**src/rtl/calc_pkg.sv**
```systemverilog
// Shared encodings for the shared-calculator scheduler: op codes, FSM states, default width.
package calc_pkg;

  localparam int CALC_W = 4;

  localparam logic [1:0] OP_ADD = 2'b00;
  localparam logic [1:0] OP_SUB = 2'b01;
  localparam logic [1:0] OP_MUL = 2'b10;
  localparam logic [1:0] OP_DIV = 2'b11;

  typedef enum logic [1:0] {
    ST_IDLE = 2'b00,
    ST_EXEC = 2'b01,
    ST_DONE = 2'b10
  } calc_state_t;

endpackage

```
**src/rtl/calc_alu.sv**
```systemverilog
// Combinational WIDTH-bit add/sub/mul/div; results wrap mod 2^WIDTH, divide by zero gives 0 + dz.
module calc_alu
  import calc_pkg::*;
#(
  parameter int WIDTH = CALC_W
) (
  input  logic [1:0]       i_op,
  input  logic [WIDTH-1:0] i_a,
  input  logic [WIDTH-1:0] i_b,
  output logic [WIDTH-1:0] o_result,
  output logic             o_dz
);

  always_comb begin
    o_result = '0;
    o_dz     = 1'b0;
    case (i_op)
      OP_ADD: o_result = i_a + i_b;
      OP_SUB: o_result = i_a - i_b;
      OP_MUL: o_result = i_a * i_b;
      OP_DIV: begin
        if (i_b == '0) o_dz = 1'b1;
        else           o_result = i_a / i_b;
      end
      default: o_result = '0;
    endcase
  end

endmodule

```
**src/rtl/calc_rr_scheduler.sv**
```systemverilog
// Round-robin arbiter + IDLE/EXEC/DONE sequencer sharing one calc_alu between two requesters.
module calc_rr_scheduler
  import calc_pkg::*;
#(
  parameter int WIDTH       = CALC_W,
  parameter int EXEC_CYCLES = 2
) (
  input  logic             i_clk,
  input  logic             i_reset_n,
  input  logic             i_req0,
  input  logic [1:0]       i_op0,
  input  logic [WIDTH-1:0] i_a0,
  input  logic [WIDTH-1:0] i_b0,
  input  logic             i_req1,
  input  logic [1:0]       i_op1,
  input  logic [WIDTH-1:0] i_a1,
  input  logic [WIDTH-1:0] i_b1,
  output logic             o_ack0,
  output logic             o_ack1,
  output logic             o_rvalid0,
  output logic             o_rvalid1,
  output logic [WIDTH-1:0] o_result,
  output logic             o_dz,
  output logic             o_busy,
  output logic             o_owner
);

  localparam int CW = (EXEC_CYCLES > 1) ? $clog2(EXEC_CYCLES) : 1;

  calc_state_t      r_state;
  calc_state_t      w_state_nxt;
  logic             r_last;
  logic             r_owner;
  logic [1:0]       r_op;
  logic [WIDTH-1:0] r_a;
  logic [WIDTH-1:0] r_b;
  logic [CW-1:0]    r_cnt;
  logic [1:0]       r_ack;
  logic [1:0]       r_rvalid;
  logic [WIDTH-1:0] r_result;
  logic             r_dz;
  logic             r_busy;

  logic             w_grant;
  logic             w_win;
  logic             w_capture;
  logic [WIDTH-1:0] w_alu_res;
  logic             w_alu_dz;

  // On contention the requester that did not win last time gets the slot.
  assign w_win     = (i_req0 & i_req1) ? ~r_last : i_req1;
  assign w_grant   = (r_state == ST_IDLE) & (i_req0 | i_req1);
  assign w_capture = (r_state == ST_EXEC) & (r_cnt == '0);

  always_comb begin
    w_state_nxt = r_state;
    case (r_state)
      ST_IDLE: if (w_grant)   w_state_nxt = ST_EXEC;
      ST_EXEC: if (w_capture) w_state_nxt = ST_DONE;
      ST_DONE: w_state_nxt = ST_IDLE;
      default: w_state_nxt = ST_IDLE;
    endcase
  end

  always_ff @(posedge i_clk or negedge i_reset_n) begin
    if (!i_reset_n) begin
      r_state <= ST_IDLE;
      r_busy  <= 1'b0;
    end else begin
      r_state <= w_state_nxt;
      r_busy  <= (w_state_nxt != ST_IDLE);
    end
  end

  // Grant bookkeeping and operand latch; the ALU sees only these regs during EXEC.
  always_ff @(posedge i_clk or negedge i_reset_n) begin
    if (!i_reset_n) begin
      r_last  <= 1'b1;
      r_owner <= 1'b0;
      r_op    <= OP_ADD;
      r_a     <= '0;
      r_b     <= '0;
      r_cnt   <= '0;
      r_ack   <= 2'b00;
    end else begin
      r_ack <= 2'b00;
      if (w_grant) begin
        r_last       <= w_win;
        r_owner      <= w_win;
        r_op         <= w_win ? i_op1 : i_op0;
        r_a          <= w_win ? i_a1  : i_a0;
        r_b          <= w_win ? i_b1  : i_b0;
        r_cnt        <= CW'(EXEC_CYCLES - 1);
        r_ack[w_win] <= 1'b1;
      end else if ((r_state == ST_EXEC) && !w_capture) begin
        r_cnt <= r_cnt - CW'(1);
      end
    end
  end

  always_ff @(posedge i_clk or negedge i_reset_n) begin
    if (!i_reset_n) begin
      r_result <= '0;
      r_dz     <= 1'b0;
      r_rvalid <= 2'b00;
    end else begin
      r_rvalid <= 2'b00;
      if (w_capture) begin
        r_result          <= w_alu_res;
        r_dz              <= w_alu_dz;
        r_rvalid[r_owner] <= 1'b1;
      end
    end
  end

  calc_alu #(.WIDTH(WIDTH)) u_alu (
    .i_op     (r_op),
    .i_a      (r_a),
    .i_b      (r_b),
    .o_result (w_alu_res),
    .o_dz     (w_alu_dz)
  );

  assign o_ack0    = r_ack[0];
  assign o_ack1    = r_ack[1];
  assign o_rvalid0 = r_rvalid[0];
  assign o_rvalid1 = r_rvalid[1];
  assign o_result  = r_result;
  assign o_dz      = r_dz;
  assign o_busy    = r_busy;
  assign o_owner   = r_owner;

endmodule

```
**config.mk**
```make
export PLATFORM = sky130hd
export DESIGN_NAME = calc_rr_scheduler
export DESIGN_NICKNAME = d
export VERILOG_FILES = /design/src/rtl/calc_pkg.sv /design/src/rtl/calc_alu.sv /design/src/rtl/calc_rr_scheduler.sv
export SDC_FILE = /design/constraint.sdc
export NUM_CORES = 1
export LEC_CHECK = 0
export CAP_MARGIN = 20
export CORE_MARGIN = 4
export CORE_UTILIZATION = 30
export CTS_BUF_LIST = sky130_fd_sc_hd__clkbuf_8
export CTS_CLUSTER_DIAMETER = 200
export DETAILED_ROUTE_END_ITERATION = 16
export SLEW_MARGIN = 10
export SYNTH_ARGS = -nofsm -noshare
export SYNTH_HDL_FRONTEND = slang
export SYNTH_SLANG_ARGS = --single-unit
```
**constraint.sdc**
```tcl
create_clock -name i_clk -period 4.65 [get_ports i_clk]
set_clock_uncertainty 0.05 [all_clocks]
set_input_delay 0.6975 -clock i_clk [delete_from_list [all_inputs] [get_ports i_clk]]
set_output_delay 0.6975 -clock i_clk [all_outputs]
set_load 0.05 [all_outputs]
```
=== Yosys cells after proc, flatten, opt, wreduce, memory -nomap -nowiden ===
Index checks and enable logic that the tools add are counted.

* Add/subtract/negate cells: 3
* $mul: 1
* Div/mod/pow operators: 1
* Order comparisons: 4
* Equal/unequal tests: 4
* Multiplexer cells: 19
* Bitwise operators: 6
* Reductions and logical operators: 9

{| class="wikitable"
|+ Operators by type and width
! kind !! count
|-
| $pmux 4 s4 || 1
|-
| $mux 4 || 3
|-
| $mux 2 || 5
|-
| $mux 1 || 7
|-
| $add 4x4->4 || 1
|-
| $div 4x4->4 || 1
|-
| $eq 2x1->1 const B || 2
|-
| $eq 2x2->1 const B || 2
|-
| $logic_not 2->1 || 2
|-
| $logic_not 4->1 || 1
|-
| $lt 1x2->1 const B || 2
|-
| $mul 4x4->4 || 1
|-
| $pmux 2 s2 || 1
|-
| $reduce_bool 2->1 || 2
|-
| $sub 4x4->4 || 1
|-
| $and 1x1->1 || 3
|-
| $logic_and 1x1->1 || 3
|-
| $demux 1 s1 || 2
|-
| $ge 1x1->1 const B || 2
|-
| $not 1->1 || 2
|-
| $logic_not 1->1 || 1
|-
| $or 1x1->1 || 1
|-
| $sub 1x1->1 const B || 1
|}

* Bits in registers: 25
* Bits of input ports: 24
* Output and inout port bits: 11
* Logic and storage cells: 59

=== Logic depth before layout (Yosys ltp) ===
Gate-level depths: netlist (run 1).

* Depth after elaboration: 7
* Depth in mapped cells: 21
* Gate-level depth less buffers: 21

=== Hierarchy ===
Synthesis (run 1) repeated with hierarchy kept, for this count alone.

* Cell total of the unflattened synthesis: 176
* Area total of the unflattened synthesis: 1786.7 sq um

{| class="wikitable"
|+ Modules (own cells, without submodules)
! module !! times used !! cells an instance !! area each (sq um) !! seq. area each (sq um)
|-
| calc_rr_scheduler || 1 || 82 || 1026.0 || 626.9
|-
| calc_alu || 1 || 94 || 760.7 || 0.0
|}

=== Least setup slack after synthesis (run 1) ===
OpenSTA, ideal clock, no wires.

* Path type: register to register
* Start point: register r_b[0]
* End point: register r_result[0] (netlist: o_result[0])
* Library setup time: 130 ps
* Arrival: 3498 ps
* Required time: 4470 ps
* Setup slack: 972 ps
* Stages on the path, launching flop included: 18
* Buffers on the path: 0
* Clock period less this slack: 3678 ps
* Cell sequence: dfrtp_1 inv_1 ha_1 a21oi_1 ha_1 o21a_1 o21ai_1 o21ai_1 ha_1 o21a_1 o21ai_1 a21oi_1 mux2_2 ha_1 a21oi_1 nor2b_1 o21ai_1 a31oi_1

* Cells in the longest elaborated chain, start to end: 3
* Elaborated cells between the ends (all ways): 7
* Those cells by class: add/sub (2); mul (1); div (1); mux (2); reduce/logical (1)

{| class="wikitable"
|+ RTL lines
! element !! RTL line !! source
|-
| from (decl) || calc_rr_scheduler.sv:36 || <nowiki>logic [WIDTH-1:0] r_b;</nowiki>
|-
| from (signal assigned) || calc_rr_scheduler.sv:92 || <nowiki>r_b <= w_win ? i_b1 : i_b0;</nowiki>
|-
| $div 4x4->4 / $logic_not 4->1 (equally long branches) || calc_alu.sv:23, calc_alu.sv:22 ||
|-
| $mux 4 || calc_alu.sv:22 || <nowiki>if (i_b == '0) o_dz = 1'b1;</nowiki>
|-
| $pmux 4 s4 * || calc_alu.sv:17 || <nowiki>case (i_op)</nowiki>
|-
| to (signal assigned) || calc_rr_scheduler.sv:109 || <nowiki>r_result <= w_alu_res;</nowiki>
|-
| to (decl) || calc_rr_scheduler.sv:40 || <nowiki>logic [WIDTH-1:0] r_result;</nowiki>
|}

Every way passes the cells marked *; elsewhere a longest branch is shown, timed or not.
A chain may end at the register's enable or synchronous reset.

=== Final worst setup path (run 1) ===
Ends and elaborated chain as after synthesis.

==> flow_metrics.tcl, run 1 <==
set metrics [dict create \
    worstPathArrival_ns 4.22 \
    drc 0 \
    antenna_left 0 \
    cts_post_setup_buffers_inserted 0 \
    placed_cells_incl_taps 268 \
    route.detailed.vias_per_inst 4.824 \
    finalCritPeriodShare_pct 89.11 \
    initial_core_util_pct 31.71 \
    timing.critical_path.to_type "flip-flop" \
    worst_pin_slew_ns 0.7635 \
    tritoncts "yes" \
    mapped_cells 168 \
    grt_pass1_wl_um 6141 \
    slew-limit-headroom_pct 49.10 \
    die_area_um2 6752 \
    timing.fmax_mhz 241.3 \
    cp.buffers_inverters 1 \
    syn_nets 215 \
    cts_max_path_buffers 2 \
    hold_viol_final 0 \
    detailed_place_hpwl_um 2915 \
    post_cts_hold_buffer_count 0 \
    die_width_um 82.17 \
    grt_start_max_net_pins 26 \
    cpPeakStageDelay_ns 0.51 \
    place_area_um2 2057 \
    post_drt_wl_per_cell_um 13.24 \
    synthesis.area_per_instance_um2 9.823 \
    clock_insertion_delay_worst_skew_ns 0.27 \
    required_worst_endpoint_ns 4.72 \
    route.vias.total 1312 \
    syn_to_final_growth_pct 27.29 \
    final_std_cell_area_no_fill_um2 2101 \
    rsz0062_at_grt "false" \
    synth_seq_area_share_pct 37.98 \
    die_h_um 82.17 \
    crit_chain "inv_1 > ha_1 > a21oi_1 > ha_1 > o21a_1 > o21ai_1 > o21ai_1 > ha_1 > o21a_1 > o21ai_1 > a21oi_1 > mux2_2 > ha_1 > a21oi_1 > nor2b_1 > o21ai_1 > a31oi_1" \
    floorplan.core_area_um2 5205 \
    syn_area_um2 1650 \
    synth_async_sr_flop_share_pct 100.0 \
    min_period_ns 4.143 \
    initialDrtViolationCount 90 \
    num-nets-final 250 \
    initial_antenna_violation_count 0 \
    cts_num_sinks 25 \
    outcome "completed" \
    ys_warn_count 0 \
    slew_viol_final 0 \
    synth-edff-count 0 \
    setup.worst_path.start_class "flip-flop" \
    postCtsResizedCells 0 \
    numCtsBuffers 3 \
    drive_above_1_share_pct 6.436 \
    timing.setup.tns_ns 0 \
    critical_path_class "reg2reg" \
    layout.cells.most_common "sky130_fd_sc_hd__clkdlybuf4s50_1" \
    yosysUniqueCellTypes 36 \
    critPathMaxFanout 8 \
    clk_pin_slew_worst_paths_ns 0.09 \
    drt_first_pass_iters 6 \
    insertedDiodeCount 0 \
    core.rowCount 26 \
    synth-main-ff-cell "sky130_fd_sc_hd__dfrtp_1" \
    min_path_type "in2async" \
    num_io_pins 35 \
    grt_pass1_vias 1334 \
    layout.cells.non_filler 272 \
    port_buffers 34 \
    cp_slowest_cell "sky130_fd_sc_hd__dfrtp_1" \
    finalSetupViolations 0 \
    clock_tree.htree_level_count 1 \
    routabilityCongestion 0.7845 \
    max_cap_violations 0 \
    commonest_non_fill_non_tap_cells_in_the_layout "sky130_fd_sc_hd__clkdlybuf4s50_1, sky130_fd_sc_hd__dfrtp_1, sky130_fd_sc_hd__ha_1, sky130_fd_sc_hd__inv_1, sky130_fd_sc_hd__nor2_1" \
    hold-worst-slack_ns 0.3508 \
    path_delay_family "compound AO/OA/AOI/OAI gates" \
    postSynthRegisterBits 25 \
    routed_wl_um 3600 \
    global_route.overflow_total 0 \
    clock_tree.root_cell "sky130_fd_sc_hd__clkbuf_8" \
    track_usage_pct 11.77 \
]
-- layout make-up --
| type | instances | area, um^2 |
|---|---|---|
| clock buffer | 3 | 41.29 |
| clock inverter | 1 | 7.507 |
| inverter | 22 | 82.58 |
| sequential | 25 | 626.9 |
| timing repair buffer | 35 | 342.8 |
| fill | 539 | 3104 |
| tap | 70 | 87.58 |
| multi-input combinational | 116 | 912.1 |
-- through the flow --
step | worst slack, ns | utilization (%)
6_report | 0.5066 | 40.36
4_1_cts | 0.4979 | 40.46
5_1_grt | 0.08573 | 40.36
2_1_floorplan | 0.9721 | -
3_5_place_dp | 0.5205 | 39.52
3_3_place_gp | 0.6861 | 39.52
-- cell families after synthesis --
family / count (synthesis) / synth area share, %
xor gates and xnor gates: 13 / 6.899
buffers and inverters: 27 / 6.748
adders and majority gates: 23 / 17.89
and+or+nand+nor: 33 / 8.946
DFF: 25 / 37.98
AOI/OAI and AO/OA: 44 / 19.56
muxes: 3 / 1.971
-- per-layer routing --
metal  up-vias  share of wire [%]  global-route usage, %
met4         0               0.75                  1.993
met3         2                5.7                  2.711
li1        661                  -                      -
met1       616                 44                  15.20
met2        33                 49                  20.27
met5         -                  0                      0
-- registers in the layout, indices dropped and copies added, names as in the netlist --
name,count
r_b,4
o_dz,1
r_last,1
r_state,2
r_ack,2
o_busy,1
o_result,4
r_op,2
o_owner,1
r_a,4
r_rvalid,2
r_cnt,1
-- worst register-to-register path, cell delays in order (launching register included) --
cell	delay [ns]
sky130_fd_sc_hd__dfrtp_1	0.51
sky130_fd_sc_hd__inv_1	0.18
sky130_fd_sc_hd__ha_1	0.32
sky130_fd_sc_hd__a21oi_1	0.20
sky130_fd_sc_hd__ha_1	0.29
sky130_fd_sc_hd__o21a_1	0.13
sky130_fd_sc_hd__o21ai_1	0.27
sky130_fd_sc_hd__o21ai_1	0.13
sky130_fd_sc_hd__ha_1	0.32
sky130_fd_sc_hd__o21a_1	0.14
sky130_fd_sc_hd__o21ai_1	0.06
sky130_fd_sc_hd__a21oi_1	0.37
sky130_fd_sc_hd__mux2_2	0.39
sky130_fd_sc_hd__ha_1	0.27
sky130_fd_sc_hd__a21oi_1	0.13
sky130_fd_sc_hd__nor2b_1	0.06
sky130_fd_sc_hd__o21ai_1	0.11
sky130_fd_sc_hd__a31oi_1	0.09
-- Yosys cell counts (2+ instances only) --
cell type	number	share of area, %
sky130_fd_sc_hd__a21o_1	4	1.8
sky130_fd_sc_hd__a21oi_1	10	3.0
sky130_fd_sc_hd__a222oi_1	12	7.3
sky130_fd_sc_hd__a31oi_1	2	0.76
sky130_fd_sc_hd__buf_2	2	0.61
sky130_fd_sc_hd__clkbuf_1	2	0.46
sky130_fd_sc_hd__dfrtp_1	24	36
sky130_fd_sc_hd__ha_1	22	17
sky130_fd_sc_hd__inv_1	20	4.5
sky130_fd_sc_hd__inv_2	2	0.46
sky130_fd_sc_hd__nand2_1	8	1.8
sky130_fd_sc_hd__nand2b_1	2	0.76
sky130_fd_sc_hd__nor2_1	15	3.4
sky130_fd_sc_hd__nor3_1	3	0.91
sky130_fd_sc_hd__o211ai_1	2	0.91
sky130_fd_sc_hd__o21a_1	2	0.91
sky130_fd_sc_hd__o21ai_0	2	0.61
sky130_fd_sc_hd__o21ai_1	5	1.5
sky130_fd_sc_hd__xnor2_1	12	6.4
-- worst paths after layout --
kind | from | cells past startpoint | slack, ns | to
hold reg to reg | o_owner | 1 | 0.43 | r_rvalid[0]
setup / recovery | r_b[0] | 17 | 0.51 | o_result[0]
hold / removal | i_reset_n | 1 | 0.35 | r_state[0]
setup reg to reg | r_b[0] | 17 | 0.51 | o_result[0]
min in group i_clk | o_owner | 1 | 0.43 | r_rvalid[0]
max in group asynchronous | i_reset_n | 1 | 3.83 | r_last
Power of run 1 is left out: the tool's default activity adds up to more than one toggle a clock period on the data nets, which glitch-free logic cannot reach.
==> run 2: changes to the inputs <==
REMOVE_ABC_BUFFERS = 1   (was default)
==> flow_metrics.tcl, run 2 (synthesis results as in run 1) <==
set metrics [dict create \
    outcome "completed" \
    num-nets-final 250 \
    drt_first_pass_iters 5 \
    floorplan.core_area_um2 5205 \
    min_path_type "in2async" \
    critical_path_class "reg2reg" \
    track_usage_pct 11.33 \
    clock_insertion_delay_worst_skew_ns 0.27 \
    route.vias.total 1311 \
    routed_wl_um 3478 \
    clock_tree.root_cell "sky130_fd_sc_hd__clkbuf_8" \
    antenna_left 0 \
    layout.cells.most_common "sky130_fd_sc_hd__clkdlybuf4s50_1" \
    syn_to_final_growth_pct 27.29 \
    worstPathArrival_ns 4.16 \
    initial_core_util_pct 31.71 \
    grt_pass1_vias 1258 \
    initialDrtViolationCount 123 \
    clock_tree.htree_level_count 1 \
    setup.worst_path.start_class "flip-flop" \
    timing.fmax_mhz 245.0 \
    min_period_ns 4.081 \
    insertedDiodeCount 0 \
    finalSetupViolations 0 \
    max_cap_violations 0 \
    hold_viol_final 0 \
    die_width_um 82.17 \
    rsz0062_at_grt "false" \
    required_worst_endpoint_ns 4.72 \
    post_drt_wl_per_cell_um 12.79 \
    cts_num_sinks 25 \
    numCtsBuffers 3 \
    timing.critical_path.to_type "flip-flop" \
    post_cts_hold_buffer_count 0 \
    routabilityCongestion 0.8798 \
    grt_pass1_wl_um 5892 \
    route.detailed.vias_per_inst 4.820 \
    die_area_um2 6752 \
    initial_antenna_violation_count 0 \
    cts_max_path_buffers 2 \
    slew_viol_final 0 \
    die_h_um 82.17 \
    postCtsResizedCells 0 \
    grt_start_max_net_pins 26 \
    worst_pin_slew_ns 0.8185 \
    cts_post_setup_buffers_inserted 0 \
    num_io_pins 35 \
    tritoncts "yes" \
    commonest_non_fill_non_tap_cells_in_the_layout "sky130_fd_sc_hd__clkdlybuf4s50_1, sky130_fd_sc_hd__dfrtp_1, sky130_fd_sc_hd__ha_1, sky130_fd_sc_hd__inv_1, sky130_fd_sc_hd__nor2_1" \
    global_route.overflow_total 0 \
    timing.setup.tns_ns 0 \
    drc 0 \
    drive_above_1_share_pct 6.436 \
    clk_pin_slew_worst_paths_ns 0.09 \
    slew-limit-headroom_pct 45.43 \
    core.rowCount 26 \
    port_buffers 34 \
    finalCritPeriodShare_pct 87.77 \
    critPathMaxFanout 8 \
    detailed_place_hpwl_um 2839 \
]
## run 2: cell counts in the layout (fill, tap and decap cells not counted)
Identical to the previous run, type by type.
## run 2: stage by stage
step	utilization (%)	hold slack, ns	cell area, um^2	setup slack [ns]	instances
finish	40.36	0.3486	2101	0.5686	272
global route	40.36	0.3826	2101	0.2405	272
CTS	40.46	0.4378	2106	0.5492	272
detailed placement	39.52	0.4244	2057	0.5747	268
global placement	39.52	0.4243	2057	0.7397	268
floorplan	-	0.3519	1622	0.9507	163
## run 2: layout make-up
| class | count | area [um^2] |
|---|---|---|
| Fill cell | 545 | 3104 |
| Multi-Input combinational cell | 116 | 912.1 |
| Sequential cell | 25 | 626.9 |
| Timing Repair Buffer | 35 | 342.8 |
| Tap cell | 70 | 87.58 |
| Inverter | 22 | 82.58 |
| Clock buffer | 3 | 41.29 |
| Clock inverter | 1 | 7.507 |
## run 2: worst max-delay path, cell delays in order (launching register included)
cell                      delay (ns)
sky130_fd_sc_hd__dfrtp_1        0.49
sky130_fd_sc_hd__inv_1          0.18
sky130_fd_sc_hd__ha_1           0.32
sky130_fd_sc_hd__a21oi_1        0.18
sky130_fd_sc_hd__ha_1           0.27
sky130_fd_sc_hd__o21a_1         0.13
sky130_fd_sc_hd__o21ai_1        0.28
sky130_fd_sc_hd__o21ai_1        0.13
sky130_fd_sc_hd__ha_1           0.32
sky130_fd_sc_hd__o21a_1         0.14
sky130_fd_sc_hd__o21ai_1        0.06
sky130_fd_sc_hd__a21oi_1        0.36
sky130_fd_sc_hd__mux2_2         0.39
sky130_fd_sc_hd__ha_1           0.27
sky130_fd_sc_hd__a21oi_1        0.12
sky130_fd_sc_hd__nor2b_1        0.05
sky130_fd_sc_hd__o21ai_1        0.11
sky130_fd_sc_hd__a31oi_1        0.09
## run 2: path summary, 6_finish.rpt
| path | depth (start not counted) | start | endpoint | slack, ns |
|---|---|---|---|---|
| worst min-delay path | 1 | i_reset_n | r_state[0] | 0.35 |
| worst max register to register | 17 | r_b[0] | o_result[0] | 0.57 |
| worst max-delay path | 17 | r_b[0] | o_result[0] | 0.57 |
| worst min register to register | 1 | r_cnt | r_rvalid[0] | 0.44 |
| max in group asynchronous | 1 | i_reset_n | r_last | 3.84 |
| min in group i_clk | 1 | r_cnt | r_rvalid[0] | 0.44 |
## run 2: layer usage
layer	share of wire (%)	track usage (%)	wire, um	vias up
met4	0.55	1.993	19	0
met5	0	0	0	-
met3	5.9	3.145	205	2
met2	48	19.55	1653	34
met1	46	14.23	1599	604
li1	-	-	-	671
Power of run 2 is left out for the same reason.
==> run 3: changes to the inputs <==
CTS_CLUSTER_DIAMETER = default   (was 200)
==> results of run 3 <==
No change in the layout: final DEF, timing and power equal those of run 2.
Power of run 3 is left out for the same reason.
